==> src/rtl/ads131_pkg.sv <==
// Shared opcode constants, command and state enums for the ADS131E08 SPI sequencer.
package ads131_pkg;

    localparam logic [7:0] OPC_RDATA = 8'h12;
    localparam logic [7:0] OPC_RREG  = 8'h20;
    localparam logic [7:0] OPC_WREG  = 8'h40;

    typedef enum logic [1:0] {
        OP_OPCODE = 2'd0,
        OP_WREG   = 2'd1,
        OP_RREG   = 2'd2,
        OP_RDATA  = 2'd3
    } op_e;

    typedef enum logic [2:0] {
        ST_RST,
        ST_IDLE,
        ST_TX,
        ST_RX,
        ST_GAP
    } state_e;

endpackage

==> src/rtl/ads131_spi_seq_if.sv <==
// Command-side and SPI-engine-side signals of the sequencer; master is the sequencer.
interface ads131_spi_seq_if;

    logic       I_cmd_valid;
    logic       O_cmd_ready;
    logic [1:0] I_cmd_op;
    logic [7:0] I_cmd_opcode;
    logic [4:0] I_cmd_addr;
    logic [7:0] I_cmd_wdata;
    logic       O_rd_valid;
    logic [7:0] O_rd_data;
    logic       O_byte_valid;
    logic [7:0] O_byte_data;
    logic       O_byte_last;
    logic       O_err;
    logic       O_eng_spi_en;
    logic       O_eng_tx_en;
    logic       O_eng_rx_en;
    logic [7:0] O_eng_tx_data;
    logic       I_eng_tx_done;
    logic       I_eng_rx_done;
    logic [7:0] I_eng_rx_data;

    modport master (
        input  I_cmd_valid, I_cmd_op, I_cmd_opcode, I_cmd_addr, I_cmd_wdata,
        input  I_eng_tx_done, I_eng_rx_done, I_eng_rx_data,
        output O_cmd_ready, O_rd_valid, O_rd_data, O_byte_valid, O_byte_data,
        output O_byte_last, O_err, O_eng_spi_en, O_eng_tx_en, O_eng_rx_en, O_eng_tx_data
    );

    modport slave (
        output I_cmd_valid, I_cmd_op, I_cmd_opcode, I_cmd_addr, I_cmd_wdata,
        output I_eng_tx_done, I_eng_rx_done, I_eng_rx_data,
        input  O_cmd_ready, O_rd_valid, O_rd_data, O_byte_valid, O_byte_data,
        input  O_byte_last, O_err, O_eng_spi_en, O_eng_tx_en, O_eng_rx_en, O_eng_tx_data
    );

endinterface

==> src/rtl/ads131_spi_seq.sv <==
// Expands one OPCODE/WREG/RREG/RDATA command into ADS131E08 byte strobes with a
// fixed rearm gap between bytes, returning read results as single-cycle pulses.
module ads131_spi_seq
    import ads131_pkg::*;
#(
    parameter int unsigned FRAME_BYTES = 27,
    parameter int unsigned GAP_CYC     = 4,
    parameter int unsigned TIMEOUT_CYC = 64
) (
    input  logic              I_clk,
    input  logic              I_rst,
    ads131_spi_seq_if.master  bus
);

    localparam logic [3:0]  GAP_LAST  = 4'(GAP_CYC - 1);
    localparam logic [15:0] TO_LAST   = 16'(TIMEOUT_CYC - 1);
    localparam logic [5:0]  FRAME_END = 6'(FRAME_BYTES);
    localparam logic [5:0]  RDATA_LEN = 6'(FRAME_BYTES + 1);

    state_e      r_state, w_next;
    op_e         r_op;
    logic [7:0]  r_opcode, r_wdata;
    logic [4:0]  r_addr;
    logic [5:0]  r_idx;
    logic [3:0]  r_gap;
    logic [15:0] r_to;
    logic        r_abort, r_spi_en;
    logic        r_rd_valid, r_byte_valid, r_byte_last, r_err;
    logic [7:0]  r_rd_data, r_byte_data;

    logic        w_accept, w_done, w_tmo, w_is_tx;
    logic [5:0]  w_total;
    logic [7:0]  w_tx_byte;

    // Byte plan for the latched command, indexed by bytes already completed.
    always_comb begin
        w_tx_byte = '0;
        w_is_tx   = 1'b1;
        w_total   = 6'd1;
        case (r_op)
            OP_OPCODE: w_tx_byte = r_opcode;
            OP_WREG: begin
                w_total = 6'd3;
                if (r_idx == 6'd0)      w_tx_byte = OPC_WREG | {3'b000, r_addr};
                else if (r_idx == 6'd1) w_tx_byte = '0;
                else                    w_tx_byte = r_wdata;
            end
            OP_RREG: begin
                w_total = 6'd3;
                w_is_tx = (r_idx < 6'd2);
                if (r_idx == 6'd0) w_tx_byte = OPC_RREG | {3'b000, r_addr};
            end
            OP_RDATA: begin
                w_total   = RDATA_LEN;
                w_is_tx   = (r_idx == 6'd0);
                w_tx_byte = OPC_RDATA;
            end
            default: ;
        endcase
    end

    always_ff @(posedge I_clk or posedge I_rst) begin
        if (I_rst) r_state <= ST_RST;
        else       r_state <= w_next;
    end

    always_comb begin
        w_next   = r_state;
        w_accept = 1'b0;
        w_done   = 1'b0;
        w_tmo    = 1'b0;
        case (r_state)
            ST_RST:  w_next = ST_IDLE;
            ST_IDLE: if (bus.I_cmd_valid) begin
                w_accept = 1'b1;
                w_next   = ST_TX;
            end
            ST_TX: if (bus.I_eng_tx_done) begin
                w_done = 1'b1;
                w_next = ST_GAP;
            end else if (r_to == TO_LAST) begin
                w_tmo  = 1'b1;
                w_next = ST_GAP;
            end
            ST_RX: if (bus.I_eng_rx_done) begin
                w_done = 1'b1;
                w_next = ST_GAP;
            end else if (r_to == TO_LAST) begin
                w_tmo  = 1'b1;
                w_next = ST_GAP;
            end
            ST_GAP: if (r_gap == GAP_LAST) begin
                if (r_abort || r_idx == w_total) w_next = ST_IDLE;
                else if (w_is_tx)                w_next = ST_TX;
                else                             w_next = ST_RX;
            end
            default: w_next = ST_IDLE;
        endcase
    end

    always_ff @(posedge I_clk or posedge I_rst) begin
        if (I_rst) begin
            r_op         <= OP_OPCODE;
            r_opcode     <= '0;
            r_addr       <= '0;
            r_wdata      <= '0;
            r_idx        <= '0;
            r_gap        <= '0;
            r_to         <= '0;
            r_abort      <= 1'b0;
            r_spi_en     <= 1'b0;
            r_rd_valid   <= 1'b0;
            r_rd_data    <= '0;
            r_byte_valid <= 1'b0;
            r_byte_data  <= '0;
            r_byte_last  <= 1'b0;
            r_err        <= 1'b0;
        end else begin
            r_rd_valid   <= 1'b0;
            r_byte_valid <= 1'b0;
            r_byte_last  <= 1'b0;
            r_err        <= 1'b0;
            if (r_state == ST_TX || r_state == ST_RX) r_to <= r_to + 16'd1;
            else                                      r_to <= '0;
            if (r_state == ST_GAP) r_gap <= r_gap + 4'd1;
            if (w_accept) begin
                r_op     <= op_e'(bus.I_cmd_op);
                r_opcode <= bus.I_cmd_opcode;
                r_addr   <= bus.I_cmd_addr;
                r_wdata  <= bus.I_cmd_wdata;
                r_idx    <= '0;
                r_abort  <= 1'b0;
                r_spi_en <= 1'b1;
            end
            if (w_done) begin
                r_idx <= r_idx + 6'd1;
                r_gap <= '0;
                if (r_state == ST_RX) begin
                    if (r_op == OP_RREG) begin
                        r_rd_valid <= 1'b1;
                        r_rd_data  <= bus.I_eng_rx_data;
                    end else begin
                        r_byte_valid <= 1'b1;
                        r_byte_data  <= bus.I_eng_rx_data;
                        r_byte_last  <= (r_idx == FRAME_END);
                    end
                end
            end
            if (w_tmo) begin
                r_abort <= 1'b1;
                r_err   <= 1'b1;
                r_gap   <= '0;
            end
        end
    end

    assign bus.O_cmd_ready   = (r_state == ST_IDLE);
    assign bus.O_eng_tx_en   = (r_state == ST_TX);
    assign bus.O_eng_rx_en   = (r_state == ST_RX);
    assign bus.O_eng_tx_data = (r_state == ST_TX) ? w_tx_byte : '0;
    assign bus.O_eng_spi_en  = r_spi_en;
    assign bus.O_rd_valid    = r_rd_valid;
    assign bus.O_rd_data     = r_rd_data;
    assign bus.O_byte_valid  = r_byte_valid;
    assign bus.O_byte_data   = r_byte_data;
    assign bus.O_byte_last   = r_byte_last;
    assign bus.O_err         = r_err;

endmodule

==> src/flat_wrapper.sv <==
// flat-port wrapper written by rule: the top's interface ports become plain ports
module ads131_spi_seq_flat import ads131_pkg::*;
#(
    parameter int unsigned FRAME_BYTES = 27,
    parameter int unsigned GAP_CYC     = 4,
    parameter int unsigned TIMEOUT_CYC = 64
)
  (I_clk, I_rst, bus_I_cmd_valid, bus_I_cmd_op, bus_I_cmd_opcode, bus_I_cmd_addr, bus_I_cmd_wdata, bus_I_eng_tx_done, bus_I_eng_rx_done, bus_I_eng_rx_data, bus_O_cmd_ready, bus_O_rd_valid, bus_O_rd_data, bus_O_byte_valid, bus_O_byte_data, bus_O_byte_last, bus_O_err, bus_O_eng_spi_en, bus_O_eng_tx_en, bus_O_eng_rx_en, bus_O_eng_tx_data);
  ads131_spi_seq_if bus_i ();
  input  logic I_clk;
  input  logic I_rst;
  input wire logic [$bits(bus_i.I_cmd_valid)-1:0] bus_I_cmd_valid;
  input wire logic [$bits(bus_i.I_cmd_op)-1:0] bus_I_cmd_op;
  input wire logic [$bits(bus_i.I_cmd_opcode)-1:0] bus_I_cmd_opcode;
  input wire logic [$bits(bus_i.I_cmd_addr)-1:0] bus_I_cmd_addr;
  input wire logic [$bits(bus_i.I_cmd_wdata)-1:0] bus_I_cmd_wdata;
  input wire logic [$bits(bus_i.I_eng_tx_done)-1:0] bus_I_eng_tx_done;
  input wire logic [$bits(bus_i.I_eng_rx_done)-1:0] bus_I_eng_rx_done;
  input wire logic [$bits(bus_i.I_eng_rx_data)-1:0] bus_I_eng_rx_data;
  output wire logic [$bits(bus_i.O_cmd_ready)-1:0] bus_O_cmd_ready;
  output wire logic [$bits(bus_i.O_rd_valid)-1:0] bus_O_rd_valid;
  output wire logic [$bits(bus_i.O_rd_data)-1:0] bus_O_rd_data;
  output wire logic [$bits(bus_i.O_byte_valid)-1:0] bus_O_byte_valid;
  output wire logic [$bits(bus_i.O_byte_data)-1:0] bus_O_byte_data;
  output wire logic [$bits(bus_i.O_byte_last)-1:0] bus_O_byte_last;
  output wire logic [$bits(bus_i.O_err)-1:0] bus_O_err;
  output wire logic [$bits(bus_i.O_eng_spi_en)-1:0] bus_O_eng_spi_en;
  output wire logic [$bits(bus_i.O_eng_tx_en)-1:0] bus_O_eng_tx_en;
  output wire logic [$bits(bus_i.O_eng_rx_en)-1:0] bus_O_eng_rx_en;
  output wire logic [$bits(bus_i.O_eng_tx_data)-1:0] bus_O_eng_tx_data;
  assign bus_i.I_cmd_valid = bus_I_cmd_valid;
  assign bus_i.I_cmd_op = bus_I_cmd_op;
  assign bus_i.I_cmd_opcode = bus_I_cmd_opcode;
  assign bus_i.I_cmd_addr = bus_I_cmd_addr;
  assign bus_i.I_cmd_wdata = bus_I_cmd_wdata;
  assign bus_i.I_eng_tx_done = bus_I_eng_tx_done;
  assign bus_i.I_eng_rx_done = bus_I_eng_rx_done;
  assign bus_i.I_eng_rx_data = bus_I_eng_rx_data;
  assign bus_O_cmd_ready = bus_i.O_cmd_ready;
  assign bus_O_rd_valid = bus_i.O_rd_valid;
  assign bus_O_rd_data = bus_i.O_rd_data;
  assign bus_O_byte_valid = bus_i.O_byte_valid;
  assign bus_O_byte_data = bus_i.O_byte_data;
  assign bus_O_byte_last = bus_i.O_byte_last;
  assign bus_O_err = bus_i.O_err;
  assign bus_O_eng_spi_en = bus_i.O_eng_spi_en;
  assign bus_O_eng_tx_en = bus_i.O_eng_tx_en;
  assign bus_O_eng_rx_en = bus_i.O_eng_rx_en;
  assign bus_O_eng_tx_data = bus_i.O_eng_tx_data;
  ads131_spi_seq #(.FRAME_BYTES(FRAME_BYTES), .GAP_CYC(GAP_CYC), .TIMEOUT_CYC(TIMEOUT_CYC)) u_core (.I_clk(I_clk), .I_rst(I_rst), .bus(bus_i));
endmodule
==> config.mk <==
export PLATFORM = sky130hd
export DESIGN_NAME = ads131_spi_seq_flat
export DESIGN_NICKNAME = d
export VERILOG_FILES = /design/src/rtl/ads131_pkg.sv /design/src/rtl/ads131_spi_seq_if.sv /design/src/rtl/ads131_spi_seq.sv /design/src/flat_wrapper.sv
export SDC_FILE = /design/constraint.sdc
export NUM_CORES = 1
export LEC_CHECK = 0
export BUFFER_PORTS_ARGS = -buffer_cell sky130_fd_sc_hd__buf_4
export CORE_MARGIN = 5
export CORE_UTILIZATION = 50
export CTS_BUF_LIST = sky130_fd_sc_hd__clkbuf_16
export DETAILED_ROUTE_END_ITERATION = 16
export HOLD_SLACK_MARGIN = 0.06
export PLACE_DENSITY = 0.81
export SLEW_MARGIN = 20
export SYNTH_ARGS = -nofsm -noshare
export SYNTH_HDL_FRONTEND = slang
export SYNTH_SLANG_ARGS = --single-unit
==> constraint.sdc <==
create_clock -name I_clk -period 6.6 [get_ports I_clk]
set_input_delay 0.99 -clock I_clk [delete_from_list [all_inputs] [get_ports I_clk]]
set_output_delay 0.99 -clock I_clk [all_outputs]
set_load 0.01 [all_outputs]
Yosys cells after proc, flatten, opt, wreduce, memory -nomap -nowiden:

Cells that the tools add are included.

* add/subtract/negate cells: 3
* multipliers: 0
* div/mod/pow operators: 0
* magnitude comparators: 1
* eq/ne operators: 14
* shifts and indexed selects: 0
* mux-type cells: 42
* bitwise gates (word level): 1
* reductions and logical operators: 11

Operators by type and width (count)
* 8-bit one-hot mux with 4 select lines: 1
* 8-bit two-way mux: 3
* 1-bit two-way mux: 20
* 3-bit two-way mux: 6
* 6-bit two-way mux: 3
* 16-bit by 1-bit adder with 16-bit output (second input constant): 1
* 16-bit by 6-bit equality test with 1-bit output (second input constant): 1
* 16-bit two-way mux: 1
* 4-bit two-way mux: 3
* 3-bit one-hot mux with 4 select lines: 1
* 5-bit one-hot mux with 2 select lines: 1
* 6-bit by 1-bit adder with 6-bit output (second input constant): 1
* 3-bit by 2-bit equality test with 1-bit output (second input constant): 2
* 6-bit by 1-bit equality test with 1-bit output (second input constant): 1
* 6-bit by 5-bit equality test with 1-bit output: 1
* 6-bit by 5-bit equality test with 1-bit output (second input constant): 1
* 6-bit logical NOT: 1
* 6-bit by 2-bit < comparator with 1-bit output (second input constant): 1
* 1-bit one-hot mux with 2 select lines: 3
* 3-bit AND reduction: 2
* 4-bit by 1-bit adder with 4-bit output (second input constant): 1
* 2-bit equality test (second input constant): 2
* 4-bit by 2-bit equality test with 1-bit output (second input constant): 1
* 2-bit nonzero test: 2
* other kinds (11): 12

* bits in registers: 74
* latch bits: 0
* bits in writable memories: 0
* bits in read-only memories: 0
* input port bits: 36
* output and inout port bits: 32
* logic and storage cells: 88
* memories: 0

Longest topological paths before layout:

* depth after elaboration: 8
* gate-level depth with buffers: 8
* depth with buffers taken out: 6

Worst setup path after synthesis:

Ideal clock, no wire load.

* path type: register to output
* from: reg u_core.r_idx[2]
* to: out bus_O_eng_tx_data[1]
* arrival time: 1.674 ns
* required time: 5.610 ns
* setup slack: 3.936 ns
* cell stages (with the launch flop): 7
* buffers on the path: 2
* cells stage by stage: dfrtp_1 > clkbuf_1 > nor4_1 > and2_1 > clkbuf_1 > a32oi_1 > a221oi_1

* cells in the longest elaborated chain, start to end: 5
* elaborated cells on any way between the ends: 7
* those cells by class: eq/ne: 1; mux: 5; reduce/logical: 1

Ends and longest elaborated chain
* start: declaration: line ads131_spi_seq.sv:24 `logic [5:0] r_idx;`
* start signal: assignment: line ads131_spi_seq.sv:136 `r_idx <= r_idx + 6'd1;`
* 6-bit by 1-bit equality test with 1-bit output: line ads131_spi_seq.sv:45 `else if (r_idx == 6'd1) w_tx_byte = '0;`
* 8-bit two-way mux: line ads131_spi_seq.sv:45
* 8-bit two-way mux: line ads131_spi_seq.sv:44 `if (r_idx == 6'd0) w_tx_byte = OPC_WREG | {3'b000, r_addr};`
* 8-bit one-hot mux with 4 select lines (*): line ads131_spi_seq.sv:40 `case (r_op)`
* 8-bit two-way mux (*): line ads131_spi_seq.sv:160 `assign bus.O_eng_tx_data = (r_state == ST_TX) ? w_tx_byte : '0;`
* end: declaration: line flat_wrapper.sv:30 `output wire logic [$bits(bus_i.O_eng_tx_data)-1:0] bus_O_eng_tx_data;`

Every way passes the cells marked *; elsewhere a longest branch is shown, timed or not.

Final worst setup path:

* from: reg u_core.r_idx[2]
* to: out bus_O_eng_tx_data[5]

The elaborated chain is that of the path after synthesis.

==> flow_summary.yaml <==
timing:
  finalCritPeriodShare: 0.480
  finalHoldViolCount: 0
  clock_skew_ns: 0.00770
  fmax_mhz: 315
  maxSlewViolCount: 0
  slew_headroom: 0.366
  finalSetupViolations: 0
  post-route-min-period_ns: 3.17
  fin_ws_ns: 3.43
  worst_slew_pin_slew_ns: 0.946
  rsz0062_at_grt: "false"
  setup_tns_ns: 0
layout:
  most-common-layout-cells: "dfrtp_1, buf_4, mux2_1"
  regArea_um2: 1850
  multi_input_area_um2: 1600
  final_util: 0.647
  antenna_cells: 0
  layout-drive-gt1-share: 0.276
  nNetsFinal: 425
  fill_cells: 560
  area_growth_pct: 24.7
  layout.cells.most_common: "dfrtp_1"
global_routing:
  gr-usage-all-layers: 0.191
  antenna_found_initial: 0
  grt_max_degree: 75
  grtUsageMet1: 0.249
  grt_pass1_vias: 2748
  grt_overflow_total: 0
  groute.layer.met3.usage: 0.0481
  grt_busiest_layer: "met2"
  globalRouteMet2Util: 0.304
  grt_pass1_wl_mm: 13.2
detailed_routing:
  dr_total_vias: 2618
  postRouteAntennaNets: 0
  first_iter_violations: 156
  dr.pass1.iters: 4
  drt-total-wl_mm: 7.81
  avgViaCountPerCell: 5.45
  wl_per_cell_um: 16.3
  drc: 0
worst_setup_path:
  cp_slowest_cell: "or4_1"
  slowest_delay_ns: 0.57
  critPathRequiredTime_ns: 5.61
  path_cells: "or4_1 -> o21a_1 -> a221oi_1 -> nor3_1 -> buf_4"
  arrival_ns: 2.18
  crit_type: "flop to output pin"
  worstPathMaxFanout: 9
  end_kind: "output pin"
  cp-start-kind: "flop"
clocking:
  ctsHoldBuffers: 0
  h-tree-depth: 3
  cts_buffers: 9
  clockBufferDepth: 2
  clk_latency_ns: 0.33
  cts_tree: "built"
  cts_root_buffer: "clkbuf_16"
  clock-sinks: 74
  post_cts_resized: 0
  post_cts_buffers: 0
  clk_pin_slew_ns: 0.05
min_path:
  hold_class: "flop to flop"
power_and_ir_drop:
  p_per_area_nw_per_um2: 410
  p_total_mw: 1.81
  p_leak_nw: 2.02
  vdd_drop_max_v: 0.000221
placed_design:
  place_worst_setup_slack_ns: 3.80
  port_buffers: 67
  dp_hpwl_mm: 5.52
  place.gp.congestion: 0.839
logic_synthesis:
  synth_ff_type: "dfrtp_1"
  yosys.area.top_type: "dfrtp_1"
  syn_area_um2: 3540
  yosysTopAreaCellShare: 0.523
  syn_area_per_cell_um2: 11.4
  synth_edf_count: 0
  yosysUniqueCellTypes: 54
  synth_area_leaders: "dfrtp_1, mux2_1, ha_1"
  syn_inst: 310
  seq_area_frac_synth: 0.523
  synth-seq-cells: 74
  async_flop_share: 1.00
  syn_nets: 355
  yosys_warnings: 0
die:
  die-width_um: 94.2
  rows: 30
  ios: 68
  die_h_um: 94.2
  die-area_um2: 8870
  start_util: 0.518
  coreArea_um2: 6830
run:
  drv_cap: 0
outcome:
  status: "completed"
[cells by family (layout without fill, tap and decap cells)]
logic type / Yosys count / count (layout) / synth area share
xor+xnor: 14 / 14 / 0.0346
compound gates: 47 / 47 / 0.0911
simple gates: 104 / 104 / 0.167
fa+ha+maj: 9 / 9 / 0.0318
buf+inv: 22 / 96 / 0.0261
flops: 74 / 74 / 0.523
mux: 40 / 40 / 0.127
[area by class of cell]
type / instances / share of cell area
clock buffer: 9 / 0.0510
clock inverter: 6 / 0.0133
inverter: 12 / 0.0102
multi-input combinational: 214 / 0.362
sequential: 74 / 0.419
tap: 96 / 0.0272
timing repair buffer: 69 / 0.117
[registers in the layout, indices dropped and copies added (netlist names)]
register                 count
u_core.bus.O_byte_valid      1
u_core.r_state               3
u_core.bus.O_byte_data       8
u_core.r_addr                5
u_core.bus.O_eng_spi_en      1
u_core.bus.O_err             1
u_core.r_op                  2
u_core.r_abort               1
u_core.bus.O_rd_valid        1
u_core.r_idx                 6
u_core.bus.O_byte_last       1
u_core.r_gap                 4
u_core.r_opcode              8
u_core.bus.O_rd_data         8
u_core.r_wdata               8
u_core.r_to                 16
[layer usage]
layer | part of all wire | wire length (µm)
met3 | 0.073 | 571
met5 | 0 | 0
met1 | 0.43 | 3350
met2 | 0.49 | 3790
met4 | 0.012 | 93
[stage by stage]
step                cells  hold WS (ns)  area [µm²]
global route          480         0.476        4420
detailed placement    465         0.453        4130
global placement      465         0.441        4130
CTS                   480         0.457        4420
floorplan             310         0.424        3540
finish                480         0.452        4420
[worst paths after layout]
check / depth (start not counted) / slack [ns] / from / endpoint
min reg2reg: 1 / 0.45 / u_core.r_to[0]$_DFF_PP0_ / u_core.r_to[0]$_DFF_PP0_
min in group asynchronous: 3 / 0.94 / I_rst / u_core.r_to[1]$_DFF_PP0_
max in group asynchronous: 3 / 5.06 / I_rst / u_core.bus.O_rd_data[2]$_DFFE_PP0P_
max: 5 / 3.43 / u_core.r_idx[2]$_DFFE_PP0P_ / bus_O_eng_tx_data[5]
min: 1 / 0.45 / u_core.r_to[0]$_DFF_PP0_ / u_core.r_to[0]$_DFF_PP0_
max reg2reg: 3 / 4.42 / u_core.r_state[2]$_DFFE_PP0P_ / u_core.bus.O_byte_data[7]$_DFFE_PP0P_
[synth_stat cells (3+ instances only)]
master and instances:
nand3_1 10, a31oi_1 3, nor4_1 3, and2_1 6, xor2_1 7, nor2_1 23, nand2b_1 6, xnor2_1 7
nand4_1 6, o21ai_1 10, a221oi_1 3, nor3_1 5, a21oi_1 6, dfrtp_1 74, or4_4 3, o21ai_0 5
clkbuf_1 6, ha_1 9, o31ai_1 3, and3_1 4, mux2_2 8, or4_1 4, inv_1 9, a22oi_1 3
inv_2 3, mux2i_1 3, mux2_1 28, nand2_1 19
[critical path, delay by kind of cell (launching register included)]
family | cells | cell delay (ns)
buf+inv | 1 | 0.15
flops | 1 | 0.46
simple gates | 2 | 0.66
compound gates | 2 | 0.58
[power by group]
group | switching (mW) | leakage, nW | internal [mW]
registers | 0.101 | 0.945 | 0.600
logic | 0.333 | 0.943 | 0.307
clock network | 0.181 | 0.135 | 0.287
total | 0.614 | 2.02 | 1.19
No activity file was read; power rests on OpenSTA's default activity.
